<file path="config.mk">
export PLATFORM = sky130hd
export DESIGN_NAME = rf_wb_arbiter
export DESIGN_NICKNAME = d
export VERILOG_FILES = /design/src/rtl/rf_wb_arbiter.sv
export SDC_FILE = /design/constraint.sdc
export NUM_CORES = 1
export LEC_CHECK = 0
export CAP_MARGIN = 40
export CORE_MARGIN = 1
export CORE_UTILIZATION = 38
export CTS_CLUSTER_DIAMETER = 40
export DETAILED_ROUTE_END_ITERATION = 8
export MAX_ROUTING_LAYER = met4
export SLEW_MARGIN = 30
export SYNTH_ARGS = -nofsm -noshare
export SYNTH_HDL_FRONTEND = slang
export SYNTH_SLANG_ARGS = --single-unit
</file>
<file path="constraint.sdc">
create_clock -name clk -period 3.61 [get_ports clk]
set_input_delay 0.722 -clock clk [delete_from_list [all_inputs] [get_ports clk]]
set_output_delay 0.722 -clock clk [all_outputs]
set_load 0.01 [all_outputs]
</file>
<file path="src/rtl/rf_wb_arbiter.sv">
// Register-file write-port arbiter: the in-order WB stage (A) always wins, and
// multi-cycle results (B) queue in a small FIFO that drains on A-idle cycles.
module rf_wb_arbiter #(
    parameter int DATA_W     = 32,
    parameter int ADDR_W     = 5,
    parameter int DEPTH      = 2,
    parameter int STARVE_LIM = 8
) (
    input  logic              clk,
    input  logic              rst,
    input  logic              a_valid,
    input  logic [ADDR_W-1:0] a_wa,
    input  logic [DATA_W-1:0] a_wd,
    input  logic              b_valid,
    output logic              b_ready,
    input  logic [ADDR_W-1:0] b_wa,
    input  logic [DATA_W-1:0] b_wd,
    input  logic [ADDR_W-1:0] rd_ra1,
    input  logic [ADDR_W-1:0] rd_ra2,
    output logic              hazard1,
    output logic              hazard2,
    output logic              stall_req,
    output logic              rf_wre,
    output logic [ADDR_W-1:0] rf_wa,
    output logic [DATA_W-1:0] rf_wd
);

    localparam int PTR_W = $clog2(DEPTH);
    localparam int CNT_W = PTR_W + 1;
    localparam int STV_W = $clog2(STARVE_LIM + 1);

    logic [ADDR_W-1:0] q_wa [DEPTH];
    logic [DATA_W-1:0] q_wd [DEPTH];
    logic [DEPTH-1:0]  q_vld;
    logic [PTR_W-1:0]  wr_ptr;
    logic [PTR_W-1:0]  rd_ptr;
    logic [CNT_W-1:0]  count;
    logic [CNT_W-1:0]  count_nxt;
    logic [STV_W-1:0]  starve_left;
    logic [STV_W-1:0]  starve_nxt;

    logic a_win;
    logic fifo_empty;
    logic push;
    logic pop;

    // Writes to register 0 are accepted but never reach the port or the queue.
    assign a_win      = a_valid && (a_wa != '0);
    assign fifo_empty = (count == '0);
    assign pop        = !a_win && !fifo_empty;
    assign push       = b_valid && b_ready && (b_wa != '0);

    always_comb begin
        count_nxt = count;
        case ({push, pop})
            2'b10:   count_nxt = count + CNT_W'(1);
            2'b01:   count_nxt = count - CNT_W'(1);
            default: count_nxt = count;
        endcase
    end

    // Starvation timer counts down from the limit; terminal count means stall.
    always_comb begin
        starve_nxt = starve_left;
        if (pop || fifo_empty) begin
            starve_nxt = STV_W'(STARVE_LIM);
        end else if (a_win && (starve_left != '0)) begin
            starve_nxt = starve_left - STV_W'(1);
        end
    end

    always_ff @(posedge clk) begin
        if (push) begin
            q_wa[wr_ptr] <= b_wa;
            q_wd[wr_ptr] <= b_wd;
        end
    end

    always_ff @(posedge clk or posedge rst) begin
        if (rst) begin
            q_vld       <= '0;
            wr_ptr      <= '0;
            rd_ptr      <= '0;
            count       <= '0;
            b_ready     <= 1'b0;
            starve_left <= STV_W'(STARVE_LIM);
            stall_req   <= 1'b0;
        end else begin
            if (pop) begin
                q_vld[rd_ptr] <= 1'b0;
                rd_ptr        <= rd_ptr + PTR_W'(1);
            end
            if (push) begin
                q_vld[wr_ptr] <= 1'b1;
                wr_ptr        <= wr_ptr + PTR_W'(1);
            end
            count       <= count_nxt;
            b_ready     <= (count_nxt != CNT_W'(DEPTH));
            starve_left <= starve_nxt;
            stall_req   <= (starve_nxt == '0);
        end
    end

    always_ff @(posedge clk or posedge rst) begin
        if (rst) begin
            rf_wre <= 1'b0;
            rf_wa  <= '0;
            rf_wd  <= '0;
        end else if (a_win) begin
            rf_wre <= 1'b1;
            rf_wa  <= a_wa;
            rf_wd  <= a_wd;
        end else if (pop) begin
            rf_wre <= 1'b1;
            rf_wa  <= q_wa[rd_ptr];
            rf_wd  <= q_wd[rd_ptr];
        end else begin
            rf_wre <= 1'b0;
        end
    end

    // Pending writes are the queued entries plus the one on the port this cycle.
    always_comb begin
        logic hit1;
        logic hit2;
        hit1 = rf_wre && (rf_wa == rd_ra1);
        hit2 = rf_wre && (rf_wa == rd_ra2);
        for (int i = 0; i < DEPTH; i++) begin
            if (q_vld[i] && (q_wa[i] == rd_ra1)) hit1 = 1'b1;
            if (q_vld[i] && (q_wa[i] == rd_ra2)) hit2 = 1'b1;
        end
        hazard1 = hit1 && (rd_ra1 != '0);
        hazard2 = hit2 && (rd_ra2 != '0);
    end

endmodule

</file>
**Word level (Yosys, flattened, before mapping)**

Memories as Yosys holds them, arrays and structs flattened.
Index checks and enable logic that the tools add are counted.

- Register bits after elaboration: 50
- Memories: 2
- Input bits: 88
- Output and inout port bits: 42
- Memory bits (writable): 74

- Magnitude comparators: 4
- Reductions and logical operators: 26
- Equality and inequality tests: 9
- Bitwise logic cells: 3
- $add $sub $neg: 5
- Multiplexer cells: 21

Memories:

| name | depth | width | rd ports | clocked after memory_dff | write ports | line | source |
|---|---|---|---|---|---|---|---|
| q_wd | 2 | 32 | 1 | 0 | 1 | 33 | `logic [DATA_W-1:0] q_wd [DEPTH];` |
| q_wa | 2 | 5 | 3 | 0 | 1 | 32 | `logic [ADDR_W-1:0] q_wa [DEPTH];` |

Operators by type and width:

| kind | count |
|---|---|
| 2-to-1 mux 32 bit | 2 |
| == test 5 bit | 6 |
| nonzero test 5 bit | 4 |
| logical AND 1 bit | 15 |
| 2-to-1 mux 1 bit | 10 |
| 2-to-1 mux 5 bit | 2 |
| 2-to-1 mux 4 bit | 2 |
| zero test 4 bit | 1 |
| < comparator 1 x 2 -> 1 bit (second input constant) | 2 |
| 2-to-1 mux 2 bit | 2 |
| case mux 2 bit (2 select lines) | 1 |
| nonzero test 4 bit | 1 |
| subtractor 4 x 1 -> 4 bit (second input constant) | 1 |
| adder 1 bit (second input constant) | 2 |
| adder 2 x 1 -> 2 bit (second input constant) | 1 |
| bitwise AND 2 bit | 1 |
| demux 1 bit (select 1 bit) | 2 |
| == test 2 x 1 -> 1 bit (second input constant) | 1 |
| == test 2 bit (second input constant) | 1 |
| >= comparator 1 bit (second input constant) | 2 |
| zero test 1 bit | 2 |
| zero test 2 bit | 1 |
| != test 2 bit (second input constant) | 1 |
| inverter 2 bit | 1 |
| other kinds (4) | 4 |

**Logic depth before layout (Yosys ltp)**

- Word-level depth: 9
- Gate-level depth with buffers: 10

**Worst setup path after synthesis**

Ideal clock, no wire load.

- Kind: input -> register
- Start point: input b_wa[3]
- End point: memory q_wa[0][0], enable pin
- Data required time: 3.177 ns
- Arrival time: 2.609 ns
- Library setup time: 0.433 ns
- Slack: 0.568 ns
- Stages on the path: 3
- Path through: or4_1 -> o211ai_1 -> nor2_1

- Cells in the longest elaborated chain, start to end: 4

Ends and longest elaborated chain:

| element | line | source |
|---|---|---|
| start: declaration | 16 | `input logic [ADDR_W-1:0] b_wa,` |
| nonzero test 5 bit | 51 | `assign push = b_valid && b_ready && (b_wa != '0);` |
| logical AND 1 bit | 51 |  |
| 2-to-1 mux 1 bit | 73 | `if (push) begin` |
| 2-to-1 mux 1 bit (not written as such) | 74 | `q_wa[wr_ptr] <= b_wa;` |
| end: declaration | 32 |  |

Every way passes these cells.

**Final worst setup path**

- Start point: input rd_ra2[1]
- End point: output hazard2

- Cells in the longest elaborated chain, start to end: 5
- Elaborated cells on any way between the ends: 10
- Classes of those cells: eq/ne (3); mux (2); reduce/logical (5)

Ends and longest elaborated chain:

| element | line | source |
|---|---|---|
| start: declaration | 19 | `input logic [ADDR_W-1:0] rd_ra2,` |
| == test 5 bit (on tied branches) | 127, 130 |  |
| logical AND 1 bit (on tied branches) | 127, 130 |  |
| 2-to-1 mux 1 bit (2 in a row) | 130 | `if (q_vld[i] && (q_wa[i] == rd_ra2)) hit2 = 1'b1;` |
| logical AND 1 bit * | 133 | `hazard2 = hit2 && (rd_ra2 != '0);` |
| end: declaration | 21 | `output logic hazard2,` |

Mark *: on every way between the ends. The rest lies on a longest branch, timed or not.

==> results.md <==
* Status: finished clean
* Residual DRC at 0
* GR met2 Demand/Resource at 30.38%
* Setup crit end: hazard2
* Core box area at 13300 um2
* Area growth, synth to finish at 40.10%
* Peak Freq at 303.5 MHz
* CP required at 2890 ps
* Chip Width at 119.2 um
* Worst vdd rail ir drop at 345.6 uV
* Worst-path clk slew at 60 ps
* Post-CTS setup buffer count at 0
* Initial DRC count at 219
* H-tree depth at 4
* CP max-delay cell: clkdlybuf4s50_1
* Max-slew violation count at 0
* CTS-repair resized insts at 0
* Synth async-reset ratio at 40.32%
* Worst setup path startpoint: rd_ra2[1]
* Ys flop type: edfxtp_1
* Lkg Pwr at 2.755 nW
* EDFF count, synth at 74
* Io pins at 130
* Layout Skew at 6.803 ps
* Die area at 14210 um2
* IO buf count at 129
* Floorplan die height at 119.2 um
* Vias at 3704
* Hpwl dp at 8.562 mm
* Inserted Clock Buffers at 17
* CP endpoint kind: output port
* Drt pass-1 iters at 4
* R2r setup slk at 1720 ps
* Row count at 42
* # hold bufs at CTS at 0
* Final net count at 635
* Worst setup margin at 315.0 ps
* Terminus of the critical flop-to-flop path: rf_wd[9]$_DFFE_PP0P_
* First-pass GRT wire length at 20.34 mm
* Biggest area consumer among synthesized cells: edfxtp_1
* R2R depth at 5
* CP Cell Sequence: clkdlybuf4s50_1 > xor2_1 > nor4_1 > a32oi_1 > a21oi_1 > clkdlybuf4s50_1
* Unique masters post-synth at 34
* Met3 GRT Util at 5.987%
* CP peak stage delay at 550 ps
* Largest net degree at the start of global routing at 40
* Netlist area before placement at 5220 um2
* Slew @ Worst Pin at 636.0 ps
* Fin Setup TNS at 0 ps
* CTS tree: done
* Yosys reg bits at 124
* GRT Max-Usage Layer: met2
* Initial antenna violation count at 0
* Avg Inst Size Synth at 12.76 um2
* Top post-synthesis cells by area: edfxtp_1, dfrtp_1, xor2_1
* Critical Path AT at 2570 ps
* Worst slew margin at 57.50%
* Seq/Total Area, Yosys at 66.56%
* Most common cell after layout, fill and taps aside: clkdlybuf4s50_1
* Bufs on Longest Clock Path at 2
* Antenna diodes at 0
* Final Hold Violating Endpoints at 0
* CP max FO at 4
* Most common cell on crit path: clkdlybuf4s50_1
* Worst r2r src: count[1]$_DFF_PP0_
* Hold WC Path Type: flip-flop to flip-flop
* Initial Utilization at 39.26%
* Met1 Track Usage GR at 24.08%
* Critical Path Source Type: primary input
* Max Cap Viol at 0
* Syn Inst Count at 409
* Pre-CTS setup slack at 314.5 ps
* Final ANT Viol Nets at 0
* Syn_nets at 499
* Final Cycle Share at 91.27%
* WL/cell at 17.27 um
* RD Place Congestion at 0.8698
* Crit Path Class: primary input to output port
* Post-Route WL at 12.68 mm
* Clock sink total at 124
* Worst-skew pair later-pin latency at 410 ps
* Ratio of cells with drive above 1 in the final layout at 8.602%
* Final Setup Violations at 0
* Power density over cell area at 761.7 nW/um2
* GRT Residual Overflow at 0
* RSZ-0062 raised after global routing: false
* Vias in the first global route at 3867
* Hold depth at 1
* Commonest cells after routing, fill and taps aside: clkdlybuf4s50_1, edfxtp_1, dfrtp_1, nand2_1, a21oi_1
* CTS root buf: clkbuf_16
* YS warnings at 0
* Synth top area share at 42.57%
* Vias per cell at 5.046
* Tmin final at 3295 ps
* Tot GR Track Use at 19.64%
[where the power goes]
group,internal [mW],switching (mW),total (mW)
clock,1.02,0.571,1.59
sequential,1.93,0.292,2.22
combinational,0.861,0.893,1.75
total,3.81,1.76,5.57
[routing by layer]
metal | vias to the layer above | routed length (um)
li1 | 1776 | -
met1 | 1768 | 5657
met2 | 140 | 5893
met3 | 20 | 926
met4 | 0 | 198
met5 | - | 0
[worst min-delay path by stage]
stage / from / to / slack (ps)
4_1_cts: q_wd[0][27]$_DFFE_PP_ / rf_wd[27]$_DFFE_PP0P_ / 470
2_1_floorplan: q_wd[0][10]$_DFFE_PP_ / rf_wd[10]$_DFFE_PP0P_ / 460
3_3_place_gp: q_wd[0][27]$_DFFE_PP_ / rf_wd[27]$_DFFE_PP0P_ / 460
5_1_grt: q_wd[0][27]$_DFFE_PP_ / rf_wd[27]$_DFFE_PP0P_ / 490
3_5_place_dp: q_wd[0][10]$_DFFE_PP_ / rf_wd[10]$_DFFE_PP0P_ / 470
6_report: q_wd[0][27]$_DFFE_PP_ / rf_wd[27]$_DFFE_PP0P_ / 470
[per-stage QoR]
| stage | area, um2 | hold WS (ps) | utilization (%) | std cells | power, mW |
|---|---|---|---|---|---|
| 3_5_place_dp | 6751 | 469.1 | 50.78 | 702 | 4.023 |
| 2_1_floorplan | 5220 | 455.5 | - | 409 | 3.191 |
| 5_1_grt | 7313 | 491.5 | 55.01 | 734 | 5.897 |
| 4_1_cts | 7313 | 466.5 | 55.01 | 734 | 5.632 |
| 3_3_place_gp | 6724 | 458.6 | 50.57 | 701 | 3.953 |
| 6_report | 7313 | 466.2 | 55.01 | 734 | 5.570 |
[synthesized netlist by cell type, types with 10 or more instances]
cell      number
nand3b_1      10
nor2_1        30
o21ai_0       18
xor2_1        28
a21oi_1       40
clkbuf_1      15
dfrtp_1       49
edfxtp_1      74
nand3_1       14
nand2_1       41
mux2i_1       18
a221o_1       20
[state kept, by name, summed over array words and instances, names as in the netlist]
signal       count
stall_req        1
wr_ptr           1
q_wd            64
rf_wre           1
rd_ptr           1
starve_left      4
rf_wd           32
rf_wa            5
count            2
q_wa            10
b_ready          1
q_vld            2
[critical path, delay by kind of cell]
family / cells / cell delay (ps)
AO/OA/AOI/OAI: 2 / 290
buffers and inverters: 2 / 1060
XOR/XNOR: 1 / 190
AND/OR/NAND/NOR: 1 / 310
[cell type report]
type / instances / area (um2)
tap: 176 / 220.2
timing repair buffer: 140 / 1394
sequential: 124 / 3476
clock inverter: 6 / 61.31
multi-input combinational: 256 / 1639
clock buffer: 26 / 500.5
fill: 1163 / 5982
inverter: 6 / 22.52
[cells by family (layout without fill, tap and decap cells)]
family          count (synthesis)  count (layout)  share of synthesized area, %
simple gates                  114             114                         10.33
mux                            18              18                         3.452
xor+xnor                       36              36                         6.040
buf+inv                        29             178                         2.589
fa+ha+maj                       2               2                        0.4793
flops                         124             124                         66.56
compound gates                 86              86                         10.55
(Power assumes the default switching activity.)
